[config.mk]
export PLATFORM = sky130hd
export DESIGN_NAME = multicycle_ctrl_flat
export DESIGN_NICKNAME = d
export VERILOG_FILES = /design/src/rtl/multicycle_ctrl_pkg.sv /design/src/rtl/multicycle_ctrl_if.sv /design/src/rtl/multicycle_ctrl_op_classify.sv /design/src/rtl/multicycle_ctrl.sv /design/src/flat_wrapper.sv
export SDC_FILE = /design/constraint.sdc
export NUM_CORES = 1
export LEC_CHECK = 0
export ABC_AREA = 1
export ABC_CLOCK_PERIOD_IN_PS = 2100
export BUFFER_PORTS_ARGS = -buffer_cell sky130_fd_sc_hd__clkbuf_2
export CORE_MARGIN = 4
export CORE_UTILIZATION = 51
export DETAILED_ROUTE_END_ITERATION = 10
export HOLD_SLACK_MARGIN = 0.1
export PLACE_DENSITY = 0.88
export SYNTH_ARGS = -nofsm -noshare
export SYNTH_HDL_FRONTEND = slang
export SYNTH_SLANG_ARGS = --single-unit
[constraint.sdc]
create_clock -name clk -period 2.1 [get_ports clk]
set_input_delay 0.42 -clock clk [delete_from_list [all_inputs] [get_ports clk]]
set_output_delay 0.42 -clock clk [all_outputs]
set_load 0.005 [all_outputs]
[src/rtl/multicycle_ctrl_pkg.sv]
// Shared types and constants for the multi-cycle RV32I control path.
//   state_e   : FSM state encoding (also exported on state_o for debug)
//   opclass_e : instruction class latched in DECODE
//   OP_*      : major opcode values (inst_code[6:0])
//   ALU_*     : alu_op select codes
package riscv_ctrl_pkg;

  typedef enum logic [2:0] {
    S_FETCH  = 3'd0,
    S_DECODE = 3'd1,
    S_EXEC   = 3'd2,
    S_MEM    = 3'd3,
    S_WB     = 3'd4,
    S_HALT   = 3'd5
  } state_e;

  typedef enum logic [2:0] {
    OC_NONE   = 3'd0,
    OC_LOAD   = 3'd1,
    OC_OPIMM  = 3'd2,
    OC_OP     = 3'd3,
    OC_STORE  = 3'd4,
    OC_BRANCH = 3'd5
  } opclass_e;

  localparam logic [6:0] OP_LOAD   = 7'b0000011;
  localparam logic [6:0] OP_OPIMM  = 7'b0010011;
  localparam logic [6:0] OP_OP     = 7'b0110011;
  localparam logic [6:0] OP_STORE  = 7'b0100011;
  localparam logic [6:0] OP_BRANCH = 7'b1100011;

  localparam logic [1:0] ALU_ADD   = 2'b00;
  localparam logic [1:0] ALU_CMP   = 2'b01;
  localparam logic [1:0] ALU_FUNCT = 2'b10;

endpackage

[src/rtl/multicycle_ctrl_if.sv]
// Single-port memory handshake between the control FSM and the memory.
//   mem_req      : request active (controller -> memory)
//   mem_we       : write when mem_req (controller -> memory)
//   mem_addr_sel : 0 = PC, 1 = ALU result (controller -> address mux)
//   mem_ready    : memory completes the request this cycle (memory -> controller)
interface multicycle_ctrl_if;
  logic mem_req;
  logic mem_we;
  logic mem_addr_sel;
  logic mem_ready;

  modport master (
    output mem_req,
    output mem_we,
    output mem_addr_sel,
    input  mem_ready
  );

  modport slave (
    input  mem_req,
    input  mem_we,
    input  mem_addr_sel,
    output mem_ready
  );
endinterface

[src/rtl/multicycle_ctrl_op_classify.sv]
// Combinational major-opcode classifier.
//   i_opcode : inst_code[6:0]
//   o_class  : supported instruction class, OC_NONE if unsupported
//   o_valid  : 1 when the opcode belongs to the supported subset
module op_classify
  import riscv_ctrl_pkg::*;
(
  input  logic [6:0] i_opcode,
  output opclass_e   o_class,
  output logic       o_valid
);

  always_comb begin
    o_class = OC_NONE;
    o_valid = 1'b1;
    case (i_opcode)
      OP_LOAD:   o_class = OC_LOAD;
      OP_OPIMM:  o_class = OC_OPIMM;
      OP_OP:     o_class = OC_OP;
      OP_STORE:  o_class = OC_STORE;
      OP_BRANCH: o_class = OC_BRANCH;
      default:   o_valid = 1'b0;
    endcase
  end

endmodule

[src/rtl/multicycle_ctrl.sv]
// Multi-cycle control FSM for the RV32I subset (load, OP-IMM, OP, store,
// branch). Sequences FETCH/DECODE/EXEC/MEM/WB over a shared memory port and
// drives the datapath selects. Keeps a retired-instruction counter.
//   clk, reset   : clock, synchronous active-high reset
//   mbus         : memory handshake (master side)
//   inst_code    : IR contents, stable from DECODE until the next fetch
//   branch_taken : comparator result, used in EXEC of a branch
//   ir_write, pc_write, pc_src, alu_src_b, alu_op, reg_write, wb_sel :
//                  datapath controls
//   illegal      : one-cycle pulse on an unsupported opcode
//   instret      : retired-instruction count
//   state_o      : current state for debug
module multicycle_ctrl
  import riscv_ctrl_pkg::*;
#(
  parameter bit ILLEGAL_HALT = 1'b0
) (
  input  logic               clk,
  input  logic               reset,
  multicycle_ctrl_if.master  mbus,
  input  logic [31:0]        inst_code,
  input  logic               branch_taken,
  output logic               ir_write,
  output logic               pc_write,
  output logic               pc_src,
  output logic               alu_src_b,
  output logic [1:0]         alu_op,
  output logic               reg_write,
  output logic               wb_sel,
  output logic               illegal,
  output logic [31:0]        instret,
  output logic [2:0]         state_o
);

  state_e      r_state;
  state_e      w_next;
  opclass_e    r_opclass;
  logic [31:0] r_instret;

  opclass_e    w_class;
  logic        w_class_valid;

  logic        w_mem_req;
  logic        w_mem_we;
  logic        w_mem_addr_sel;

  // Only the major opcode matters to the control path.
  logic        w_unused_ir;
  assign w_unused_ir = ^inst_code[31:7];

  op_classify u_classify (
    .i_opcode (inst_code[6:0]),
    .o_class  (w_class),
    .o_valid  (w_class_valid)
  );

  // State register, class latch and retire counter
  always_ff @(posedge clk) begin
    if (reset) begin
      r_state   <= S_FETCH;
      r_opclass <= OC_NONE;
      r_instret <= '0;
    end else begin
      r_state <= w_next;
      if (r_state == S_DECODE) begin
        r_opclass <= w_class;
      end
      // An instruction retires in the cycle it commits the PC update.
      if (pc_write && !illegal) begin
        r_instret <= r_instret + 32'd1;
      end
    end
  end

  // Next-state logic
  always_comb begin
    w_next = r_state;
    case (r_state)
      S_FETCH: begin
        if (mbus.mem_ready) w_next = S_DECODE;
      end
      S_DECODE: begin
        if (w_class_valid)     w_next = S_EXEC;
        else if (ILLEGAL_HALT) w_next = S_HALT;
        else                   w_next = S_FETCH;
      end
      S_EXEC: begin
        case (r_opclass)
          OC_LOAD, OC_STORE: w_next = S_MEM;
          OC_OPIMM, OC_OP:   w_next = S_WB;
          default:           w_next = S_FETCH;
        endcase
      end
      S_MEM: begin
        if (mbus.mem_ready) begin
          w_next = (r_opclass == OC_STORE) ? S_FETCH : S_WB;
        end
      end
      S_WB:    w_next = S_FETCH;
      S_HALT:  w_next = S_HALT;
      default: w_next = S_FETCH;
    endcase
  end

  // Output logic; reset masks every control so nothing commits in that cycle.
  always_comb begin
    w_mem_req      = 1'b0;
    w_mem_we       = 1'b0;
    w_mem_addr_sel = 1'b0;
    ir_write       = 1'b0;
    pc_write       = 1'b0;
    pc_src         = 1'b0;
    alu_src_b      = 1'b0;
    alu_op         = ALU_ADD;
    reg_write      = 1'b0;
    wb_sel         = 1'b0;
    illegal        = 1'b0;
    case (r_state)
      S_FETCH: begin
        w_mem_req = 1'b1;
        ir_write  = mbus.mem_ready;
      end
      S_DECODE: begin
        if (!w_class_valid) begin
          illegal  = 1'b1;
          pc_write = !ILLEGAL_HALT;
        end
      end
      S_EXEC: begin
        case (r_opclass)
          OC_LOAD, OC_STORE: begin
            alu_src_b = 1'b1;
            alu_op    = ALU_ADD;
          end
          OC_OPIMM: begin
            alu_src_b = 1'b1;
            alu_op    = ALU_FUNCT;
          end
          OC_OP: begin
            alu_op = ALU_FUNCT;
          end
          OC_BRANCH: begin
            alu_op   = ALU_CMP;
            pc_write = 1'b1;
            pc_src   = branch_taken;
          end
          default: ;
        endcase
      end
      S_MEM: begin
        w_mem_req      = 1'b1;
        w_mem_addr_sel = 1'b1;
        alu_src_b      = 1'b1;
        w_mem_we       = (r_opclass == OC_STORE);
        pc_write       = mbus.mem_ready && (r_opclass == OC_STORE);
      end
      S_WB: begin
        reg_write = 1'b1;
        wb_sel    = (r_opclass == OC_LOAD);
        pc_write  = 1'b1;
      end
      default: ;
    endcase
    if (reset) begin
      w_mem_req      = 1'b0;
      w_mem_we       = 1'b0;
      w_mem_addr_sel = 1'b0;
      ir_write       = 1'b0;
      pc_write       = 1'b0;
      pc_src         = 1'b0;
      alu_src_b      = 1'b0;
      alu_op         = ALU_ADD;
      reg_write      = 1'b0;
      wb_sel         = 1'b0;
      illegal        = 1'b0;
    end
  end

  assign mbus.mem_req      = w_mem_req;
  assign mbus.mem_we       = w_mem_we;
  assign mbus.mem_addr_sel = w_mem_addr_sel;
  assign instret           = r_instret;
  assign state_o           = r_state;

endmodule
[src/flat_wrapper.sv]
// flat-port wrapper written by rule: the top's interface ports become plain ports
module multicycle_ctrl_flat import riscv_ctrl_pkg::*;
#(
  parameter bit ILLEGAL_HALT = 1'b0
)
  (clk, reset, inst_code, branch_taken, ir_write, pc_write, pc_src, alu_src_b, alu_op, reg_write, wb_sel, illegal, instret, state_o, mbus_mem_req, mbus_mem_we, mbus_mem_addr_sel, mbus_mem_ready);
  multicycle_ctrl_if mbus_i ();
  input  logic clk;
  input  logic reset;
  input  logic [31:0] inst_code;
  input  logic branch_taken;
  output logic ir_write;
  output logic pc_write;
  output logic pc_src;
  output logic alu_src_b;
  output logic [1:0] alu_op;
  output logic reg_write;
  output logic wb_sel;
  output logic illegal;
  output logic [31:0] instret;
  output logic [2:0] state_o;
  output wire logic [$bits(mbus_i.mem_req)-1:0] mbus_mem_req;
  output wire logic [$bits(mbus_i.mem_we)-1:0] mbus_mem_we;
  output wire logic [$bits(mbus_i.mem_addr_sel)-1:0] mbus_mem_addr_sel;
  input wire logic [$bits(mbus_i.mem_ready)-1:0] mbus_mem_ready;
  assign mbus_mem_req = mbus_i.mem_req;
  assign mbus_mem_we = mbus_i.mem_we;
  assign mbus_mem_addr_sel = mbus_i.mem_addr_sel;
  assign mbus_i.mem_ready = mbus_mem_ready;
  multicycle_ctrl #(.ILLEGAL_HALT(ILLEGAL_HALT)) u_core (.clk(clk), .reset(reset), .mbus(mbus_i), .inst_code(inst_code), .branch_taken(branch_taken), .ir_write(ir_write), .pc_write(pc_write), .pc_src(pc_src), .alu_src_b(alu_src_b), .alu_op(alu_op), .reg_write(reg_write), .wb_sel(wb_sel), .illegal(illegal), .instret(instret), .state_o(state_o));
endmodule
==> flow_metrics.py, run 1 <==
metrics = {
    "clock_network": {
        "ctsHoldBuffers": 0,
        "insertion_delay_ns": 0.29,
        "clock_path_buffers": 2,
        "cts_tree": "yes",
        "ctsResizeCount": 0,
        "post_cts_buffers": 0,
        "cts-root-buf": "clkbuf_8",
        "path_clk_slew_ns": 0.08,
        "numCtsBuffers": 5,
        "htree_num_levels": 2,
        "cts_num_sinks": 38,
    },
    "job": {
        "max_cap_violations": 0,
    },
    "yosys": {
        "synth_edf_count": 0,
        "syn_area_um2": 2540,
        "synth-main-ff-cell": "dfxtp_1",
        "synth_top_family_by_area": "simple AND/OR/NAND/NOR gates",
        "syn_inst": 429,
        "synth_seq_cells": 38,
        "ys_warn_count": 0,
        "seq_area_frac_synth": 0.300,
        "synth_mux_area_frac": 0,
        "synth_compound_area_frac": 0.0980,
        "synthSimpleGateAreaFrac": 0.486,
        "synth_xor_area_frac": 0.0414,
        "synthDistinctLibCells": 29,
        "avgSynthCellArea_um2": 5.92,
        "synthArstFlopShare": 0,
        "synth_nets": 466,
        "synth_fa_ha_area_frac": 0.00493,
    },
    "timing": {
        "setup_viol": 0,
        "hold_violations": 0,
        "max_slew.worst_pin.slew_ns": 0.344,
        "skew_ns": 0.00614,
        "maxSlewViolCount": 0,
        "slew_headroom": 0.769,
        "rsz0062_at_grt": "no",
        "fmax_mhz": 516,
        "final.setup.tns_ns": 0,
        "fin_crit_sh": 0.924,
        "post-route-min-period_ns": 1.94,
        "holdWs_ns": 0.393,
    },
    "floorplan": {
        "rows": 25,
        "die_x_um": 78.6,
        "die_h_um": 78.6,
        "die-area_um2": 6170,
        "core_area_um2": 4790,
        "io_pins": 83,
        "start_util": 0.531,
    },
    "routing": {
        "remaining_drc_errors": 0,
        "drt_pass1_iterations": 4,
        "drtIter0Drc": 241,
        "viasPerCell": 5.21,
        "wl_um": 6900,
        "antenna_left": 0,
        "vias": 2924,
        "routedWlPerCell_um": 12.3,
    },
    "cells_and_area": {
        "syn2layout_area_growth_pct": 19.7,
        "layout-drive-gt1-share": 0.186,
        "multi_input_area_um2": 1600,
        "seq_area_um2": 761,
        "layout.nets": 530,
        "fillers": 465,
        "antennaDiodeCount": 0,
    },
    "power": {
        "ir_drop_mv": 0.223,
        "power.leakage_nw": 1.23,
        "power_mw": 1.40,
        "p_switching_mw": 0.362,
        "switching_share": 0.259,
        "combPwrFrac": 0.098,
        "clock_power_share": 0.377,
        "cellPowerDensity_nw_per_um2": 460,
        "pwr-share-seq": 0.525,
        "internal_power_mw": 1.04,
    },
    "grt": {
        "grt_max_degree": 23,
        "grt_pass1_vias": 2797,
        "grt_pass1_wl_um": 12300,
        "grt_overflow": 0,
        "track_usage": 0.241,
        "grt_antenna_before_repair": 0,
    },
    "hold_path": {
        "hold_class": "in2reg",
    },
    "placed_design": {
        "globalplace.congestion": 0.937,
        "portBuffers": 57,
        "hpwl_um": 5390,
    },
    "setup_path": {
        "critical_path_peak_fanout": 7,
        "cp_slowest_cell": "dfxtp_1",
        "path_cells": "inv_2, nand2_1, nor2_4, nand2_1, nand3_2, nand2_2, inv_1, clkbuf_2",
        "critPathMaxStageDelay_ns": 0.44,
        "start_kind": "flop",
        "end_kind": "output pin",
        "required_ns": 1.68,
        "arrival_ns": 1.52,
        "crit_buf_inv": 3,
        "crit_top_cell": "nand2_1",
        "critical_path_class": "reg2out",
        "crit_family": "simple AND/OR/NAND/NOR gates",
    },
    "run_status": {
        "status": "finished clean",
    },
}
sequential cells by signal (all words and copies together), names as in the netlist:
name              flops
u_core.instret       32
u_core.r_opclass      3
u_core.state_o        3
Yosys cell counts, types with 2 or more instances:
cell type / count / area (um2)
buf_4: 2 / 15.0
nand4_1: 14 / 87.6
inv_1: 26 / 97.6
nor3_1: 6 / 30.0
clkbuf_1: 7 / 26.3
dfxtp_1: 38 / 761
nor2_4: 2 / 22.5
buf_2: 4 / 20.0
o2111ai_1: 2 / 17.5
a21oi_1: 36 / 180
nor2_2: 2 / 12.5
nand3b_1: 12 / 90.1
xor2_1: 8 / 70.1
o21ai_0: 4 / 20.0
xnor2_1: 4 / 35.0
nand2_1: 173 / 649
nor2_1: 58 / 218
nand3_1: 14 / 70.1
nand2_2: 2 / 12.5
nand3_2: 3 / 30.0
inv_2: 4 / 15.0
stage by stage:
stage                     cell area [um2]  std cells   util  worst slack (ns)
after floorplan                      2540        429      -             0.392
after global placement               2950        553  0.615             0.310
after detailed placement             2950        553  0.615             0.226
after CTS                            3040        561  0.635             0.124
after global routing                 3040        561  0.635            0.0153
final                                3040        561  0.635             0.160
power groups by stage:
stage                     sequential, mW  clock [mW]  combinational, mW
after CTS                          0.733       0.534              0.135
after global placement             0.749           0              0.131
after detailed placement           0.750           0              0.135
after floorplan                    0.751           0             0.0850
final                              0.734       0.528              0.137
after global routing               0.734       0.562              0.154
placed cells by master (no fill, tap or decap), drive strengths merged, types with 6 or more instances in the layout:
cell | synthesis | final
clkbuf | 7 | 64
nor2 | 62 | 62
nand4 | 14 | 14
inv | 30 | 30
a21oi | 37 | 37
nand3 | 17 | 17
nor3 | 6 | 6
nand3b | 12 | 12
buf | 6 | 13
dfxtp | 38 | 38
nand2 | 175 | 175
xor2 | 8 | 8
path summary, 6_finish.rpt:
path                 startpoint                   to  slack (ns)  cells past startpoint
min                inst_code[4]  u_core.r_opclass[1]        0.39                      3
max           u_core.state_o[1]             pc_write        0.16                      8
max reg2reg   u_core.instret[1]   u_core.instret[14]        0.23                      9
min reg2reg  u_core.instret[31]   u_core.instret[31]        0.50                      2
final cells by class:
cell class / instances / area share
Multi-Input combinational cell: 347 / 0.528
Sequential cell: 38 / 0.250
Timing Repair Buffer: 70 / 0.126
Inverter: 31 / 0.0383
Clock buffer: 7 / 0.0284
Tap cell: 67 / 0.0276
Clock inverter: 1 / 0.00165
worst min-delay path: cells and delay by family:
| family | cells | cell delay [ns] |
|---|---|---|
| buffers and inverters | 1 | 0.09 |
| and+or+nand+nor | 1 | 0.07 |
| AOI/OAI and AO/OA | 1 | 0.06 |
routing by layer:
| metal | part of all wire | up-vias | GRT usage | wire length [um] |
|---|---|---|---|---|
| met5 | 0 | - | 0 | 0 |
| met4 | 0.0094 | 0 | 0.0559 | 65 |
| met3 | 0.066 | 7 | 0.0413 | 454 |
| met2 | 0.48 | 86 | 0.430 | 3340 |
| met1 | 0.44 | 1317 | 0.299 | 3050 |
| li1 | - | 1514 | - | - |
logic make-up after synthesis:
logic type                 count (synthesis)
and+or+nand+nor                          288
AOI/OAI and AO/OA                         46
buffers and inverters                     44
DFF                                       38
xor gates and xnor gates                  12
adders and majority gates                  1
Power figures use the tool's default switching activity.
==> run 2, diff against run 1 <==
--- a/config.mk
+++ b/config.mk
@@ -7,12 +7,14 @@
 export LEC_CHECK = 0
 export ABC_AREA = 1
 export ABC_CLOCK_PERIOD_IN_PS = 2100
-export BUFFER_PORTS_ARGS = -buffer_cell sky130_fd_sc_hd__clkbuf_2
 export CORE_MARGIN = 4
-export CORE_UTILIZATION = 51
+export CORE_UTILIZATION = 55
 export DETAILED_ROUTE_END_ITERATION = 10
+export DONT_BUFFER_PORTS = 1
+export GPL_ROUTABILITY_DRIVEN = 0
 export HOLD_SLACK_MARGIN = 0.1
-export PLACE_DENSITY = 0.88
+export MAX_ROUTING_LAYER = met4
+export PLACE_DENSITY = 0.78
 export SYNTH_ARGS = -nofsm -noshare
 export SYNTH_HDL_FRONTEND = slang
 export SYNTH_SLANG_ARGS = --single-unit
==> run 2 against run 1 <==
Wire length fell by 7.8%. Sequential cell count stayed put. Setup slack improved by 0.0073 ns. First-iteration DRC count shrank 19%. Final cell count decreased by 14%. Largest cell class unchanged. Largest power group unchanged.
==> flow_metrics.py, run 2 (same netlist as run 1, synthesis figures left out) <==
metrics = {
    "clock_network": {
        "path_clk_slew_ns": 0.07,
        "clock_path_buffers": 2,
        "insertion_delay_ns": 0.29,
        "cts-root-buf": "clkbuf_8",
        "numCtsBuffers": 5,
        "htree_num_levels": 2,
        "cts_num_sinks": 38,
        "cts_tree": "yes",
        "ctsHoldBuffers": 0,
        "ctsResizeCount": 0,
        "post_cts_buffers": 0,
    },
    "floorplan": {
        "die_x_um": 76.0,
        "core_area_um2": 4410,
        "rows": 24,
        "start_util": 0.575,
        "die_h_um": 76.0,
        "io_pins": 83,
        "die-area_um2": 5770,
    },
    "cells_and_area": {
        "final_common_cell": "nand2_1",
        "largest_reg_flops": 32,
        "antennaDiodeCount": 0,
        "syn2layout_area_growth_pct": 6.40,
        "fillers": 426,
        "layout-drive-gt1-share": 0.0698,
        "most-common-layout-cells": "nand2_1 (172), nor2_1 (58), dfxtp_1 (37)",
        "layout.nets": 468,
    },
    "hold_path": {
        "worstHoldStart": "reset",
        "hold_class": "in2reg",
        "hold_depth": 1,
        "min_to": "u_core.instret[9]",
    },
    "setup_path": {
        "reg2reg_to": "u_core.instret[9]",
        "critical_path.startpoint": "u_core.state_o[2]",
        "regToRegSetupSlack_ns": 0.26,
        "timing.rr.start": "u_core.state_o[2]",
        "start_kind": "flop",
        "arrival_ns": 1.51,
        "r2r_cells": 9,
        "required_ns": 1.68,
        "critical_path_class": "reg2out",
        "end_kind": "output pin",
        "cp_slowest_cell": "dfxtp_1",
        "path_cells": "inv_2, nand3_1, inv_2, nand3_1, nand3_2, nand2_2, inv_1",
        "critPathMaxStageDelay_ns": 0.46,
        "critical_path_peak_fanout": 6,
    },
    "placed_design": {
        "portBuffers": 0,
        "hpwl_um": 4880,
        "place_ws_ns": 0.233,
    },
    "grt": {
        "grt_antenna_before_repair": 0,
        "grt_pass1_wl_um": 11000,
        "track_usage": 0.228,
        "grt_max_degree": 45,
        "grt_pass1_vias": 2407,
        "grt_overflow": 0,
    },
    "timing": {
        "final.setup.tns_ns": 0,
        "fin_ws_ns": 0.168,
        "hold_violations": 0,
        "holdWs_ns": 0.190,
        "max_slew.worst_pin.slew_ns": 0.487,
        "fmax_mhz": 517,
        "maxSlewViolCount": 0,
        "skew_ns": 0.00860,
        "slew_headroom": 0.674,
        "rsz0062_at_grt": "no",
        "fin_crit_sh": 0.920,
        "setup_viol": 0,
        "post-route-min-period_ns": 1.93,
    },
    "power": {
        "internal_power_mw": 1.01,
        "power_mw": 1.32,
        "ir_drop_mv": 0.391,
        "pwr-share-seq": 0.554,
        "switching_share": 0.237,
        "cellPowerDensity_nw_per_um2": 490,
        "combPwrFrac": 0.076,
        "power.leakage_nw": 0.952,
        "p_switching_mw": 0.314,
        "clock_power_share": 0.370,
    },
    "routing": {
        "antenna_left": 0,
        "vias": 2671,
        "wl_um": 6370,
        "routedWlPerCell_um": 13.2,
        "drtIter0Drc": 195,
        "viasPerCell": 5.54,
        "remaining_drc_errors": 0,
        "drt_pass1_iterations": 4,
    },
    "run_status": {
        "status": "finished clean",
    },
    "job": {
        "max_cap_violations": 0,
    },
}
run 2: changes by cell type in the layout (fill, tap and decap cells not counted):
cell,before,now
dfxtp_2,0,1
clkinv_2,1,0
buf_4,13,7
dfxtp_1,38,37
buf_12,0,1
clkbuf_2,57,0
nand2_1,173,172
nor2_2,3,2
nor2_1,57,58
nand2_2,2,3
clkbuf_1,1,0
run 2: worst max path at each step:
stage,endpoint,cells after the start
2_1_floorplan,u_core.instret[30],10
3_3_place_gp,u_core.instret[9],9
3_5_place_dp,u_core.instret[24],9
4_1_cts,pc_write,7
5_1_grt,u_core.instret[13],9
6_report,pc_write,7
run 2: area by class of cell:
class,count,area (um2),area share
Sequential cell,38,762,0.282
Timing Repair Buffer,8,72.6,0.0269
Inverter,31,116,0.0431
Tap cell,52,65.1,0.0241
Multi-Input combinational cell,347,1600,0.594
Clock buffer,6,82.6,0.0306
run 2: power by group through the flow:
stage               sequential, mW  clock [mW]  combinational (mW)
floorplan                    0.751           0              0.0850
CTS                          0.734       0.506              0.0997
finish                       0.734       0.489               0.101
global route                 0.735       0.534               0.114
global placement             0.750           0              0.0969
detailed placement           0.750           0              0.0996
run 2: metrics by stage:
step / std cells / area, um2 / util
2_1_floorplan: 429 / 2540 / -
3_3_place_gp: 476 / 2620 / 0.593
3_5_place_dp: 476 / 2620 / 0.593
4_1_cts: 482 / 2700 / 0.611
5_1_grt: 482 / 2700 / 0.612
6_report: 482 / 2700 / 0.612
run 2: metal layers:
metal  GRT usage  up-vias  wire length (um)
met4      0.0641        0               115
met5           -        -                 0
met3      0.0616       12               442
met2       0.358       89              2920
li1            -     1381                 -
met1       0.288     1189              2890
run 2: critical path: cells and delay by family (launching register included):
kind          cells  cell delay [ns]
buf+inv           3             0.25
flops             1             0.46
simple gates      4             0.53
==> run 3, diff against run 2 <==
--- a/config.mk
+++ b/config.mk
@@ -5,7 +5,6 @@
 export SDC_FILE = /design/constraint.sdc
 export NUM_CORES = 1
 export LEC_CHECK = 0
-export ABC_AREA = 1
 export ABC_CLOCK_PERIOD_IN_PS = 2100
 export CORE_MARGIN = 4
 export CORE_UTILIZATION = 55
==> run 3 against run 2 <==
The run now ends with negative setup slack left. Critical path type is now reg2reg. Final cell count decreased by 22%. Critical endpoint is now u_core.instret[25]. Utilization increased by 4.7 points. Via count decreased by 13%. Combinational power decreased by 53%. Power increased by 3.0%.
==> flow_metrics.py, run 3 <==
metrics = {
    "yosys": {
        "synth_most_common_cell": "dfxtp_1",
        "synth_top_area_frac": 0.305,
        "synth_nets": 335,
        "yosysTopAreaCell": "dfxtp_1",
        "synthArstFlopShare": 0,
        "ys_warn_count": 0,
        "syn_area_um2": 2490,
        "synthDistinctLibCells": 50,
        "synth_seq_cells": 38,
        "syn_inst": 298,
        "synth-main-ff-cell": "dfxtp_1",
        "netlist_top_cells_count": "dfxtp_1 (38), nor2_1 (37), nor2b_1 (28)",
        "synth_edf_count": 0,
        "ys_top_cells_by_area": "dfxtp_1 (31%), mux2_2 (12%), nor2b_1 (7.0%)",
        "seq_area_frac_synth": 0.305,
        "avgSynthCellArea_um2": 8.37,
    },
    "setup_path": {
        "critical_path_class": "reg2reg",
        "start_kind": "flop",
        "critical_path_peak_fanout": 5,
        "r2r_cells": 4,
        "arrival_ns": 2.30,
        "regToRegSetupSlack_ns": -0.01,
        "reg2reg_to": "u_core.instret[25]",
        "end_kind": "flop",
        "required_ns": 2.29,
        "timing.rr.start": "u_core.state_o[1]",
    },
    "cells_and_area": {
        "syn2layout_area_growth_pct": 16.0,
        "final_common_cell": "buf_4",
        "most-common-layout-cells": "buf_4 (40), nor2_1 (37), dfxtp_1 (37)",
        "layout.nets": 358,
        "antennaDiodeCount": 0,
        "fillers": 363,
        "layout-drive-gt1-share": 0.292,
        "largest_reg_flops": 32,
    },
    "power": {
        "internal_power_mw": 1.08,
        "pwr-share-seq": 0.529,
        "p_switching_mw": 0.289,
        "switching_share": 0.212,
        "combPwrFrac": 0.034,
        "power_mw": 1.36,
        "cellPowerDensity_nw_per_um2": 472,
        "clock_power_share": 0.436,
        "ir_drop_mv": 0.520,
        "power.leakage_nw": 1.06,
    },
    "routing": {
        "vias": 2316,
        "drtIter0Drc": 158,
        "viasPerCell": 6.19,
        "wl_um": 6040,
        "routedWlPerCell_um": 16.2,
        "remaining_drc_errors": 0,
        "antenna_left": 0,
        "drt_pass1_iterations": 4,
    },
    "hold_path": {
        "worstHoldStart": "reset",
        "hold_class": "in2reg",
        "min_to": "u_core.state_o[2]",
        "hold_depth": 1,
    },
    "run_status": {
        "violations": "negative setup slack",
        "status": "finished, violations left",
    },
    "grt": {
        "grt_max_degree": 71,
        "grt_pass1_wl_um": 9830,
        "track_usage": 0.231,
        "grt_antenna_before_repair": 0,
        "grt_overflow": 0,
        "grt_pass1_vias": 2145,
    },
    "clock_network": {
        "numCtsBuffers": 5,
        "htree_num_levels": 2,
        "insertion_delay_ns": 0.30,
        "cts_tree": "yes",
        "cts-root-buf": "clkbuf_8",
        "post_cts_buffers": 0,
        "clock_path_buffers": 2,
        "path_clk_slew_ns": 0.07,
        "cts_num_sinks": 38,
    },
    "timing": {
        "max_slew.worst_pin.slew_ns": 0.636,
        "post-route-min-period_ns": 2.11,
        "fin_ws_ns": -0.0137,
        "setup_viol": 1,
        "hold_violations": 0,
        "holdWs_ns": 0.178,
        "fmax_mhz": 473,
        "fin_crit_sh": 1.01,
        "slew_headroom": 0.565,
        "rsz0062_at_grt": "no",
        "skew_ns": 0.00375,
        "maxSlewViolCount": 0,
        "final.setup.tns_ns": -0.0137,
    },
    "placed_design": {
        "hpwl_um": 4360,
        "portBuffers": 0,
    },
    "floorplan": {
        "io_pins": 83,
        "die_x_um": 75.3,
        "rows": 24,
        "core_area_um2": 4380,
        "start_util": 0.569,
        "die-area_um2": 5680,
        "die_h_um": 75.3,
    },
    "job": {
        "max_cap_violations": 0,
    },
}
run 3: cell count changes after synthesis, sizes merged, moves of 8 or more:
cell and delta:
nor2b +28, nor2 -25, inv -27, a2111oi +12, xor2 -8, a21oi -22, nand2 -154, mux2 +26
nand3b -12, nand4 -8, a211oi +9
run 3: repair_timing:
action / in CTS / in global routing
hold buffers: 0 / 0
pin swaps: 1 / 0
gates resized for setup: 6 / 7
cloned: 0 / 0
setup endpoints to repair: 2 / 6
run 3: metal layers:
| metal | share of wire | vias up | track usage |
|---|---|---|---|
| li1 | - | 1129 | - |
| met1 | 0.41 | 1098 | 0.265 |
| met2 | 0.49 | 74 | 0.375 |
| met3 | 0.071 | 15 | 0.0765 |
| met4 | 0.024 | 0 | 0.0893 |
| met5 | 0 | - | - |
run 3: how the worst max path moves through the flow:
stage	from	endpoint
2_1_floorplan	reset	u_core.instret[29]
3_3_place_gp	u_core.instret[14]	u_core.instret[31]
3_5_place_dp	u_core.state_o[1]	u_core.instret[31]
4_1_cts	u_core.state_o[1]	u_core.instret[31]
5_1_grt	u_core.state_o[0]	u_core.instret[22]
6_report	u_core.state_o[1]	u_core.instret[25]
run 3: critical path: stages (launching register included):
cell       delay (ns)
dfxtp_1          0.43
and4bb_2         0.30
o211ai_1         0.22
a2111oi_0        0.65
mux2_2           0.40
run 3: power by group through the flow:
| stage | logic, mW | clock network [mW] | registers, mW |
|---|---|---|---|
| floorplan | 0.0520 | 0 | 0.740 |
| global placement | 0.0420 | 0 | 0.740 |
| detailed placement | 0.0441 | 0 | 0.740 |
| CTS | 0.0471 | 0.604 | 0.722 |
| global route | 0.0534 | 0.643 | 0.722 |
| finish | 0.0470 | 0.595 | 0.722 |
run 3: cell type report:
class / count / area, um2 / area share
timing repair buffer: 40 / 300 / 0.104
clock buffer: 8 / 110 / 0.0381
sequential: 38 / 764 / 0.264
inverter: 3 / 11.3 / 0.00389
tap: 52 / 65.1 / 0.0225
multi-input combinational: 233 / 1640 / 0.567
run 3: metrics by stage:
stage,setup WS [ns],area (um2),instances,util
2_1_floorplan,0.153,2490,298,-
3_3_place_gp,0.0711,2730,366,0.623
4_1_cts,0.0311,2870,374,0.654
6_report,-0.0137,2890,374,0.660
3_5_place_dp,0.0710,2730,366,0.623
5_1_grt,0.0115,2890,374,0.660
run 3: kinds of logic (layout without fill, tap and decap cells):
| group | Yosys count | in the layout | synth area share |
|---|---|---|---|
| xor+xnor | 2 | 2 | 0.00703 |
| flops | 38 | 38 | 0.305 |
| simple gates | 142 | 142 | 0.320 |
| compound gates | 59 | 59 | 0.179 |
| fa+ha+maj | 1 | 1 | 0.00502 |
| buf+inv | 27 | 51 | 0.0552 |
| mux | 29 | 29 | 0.129 |
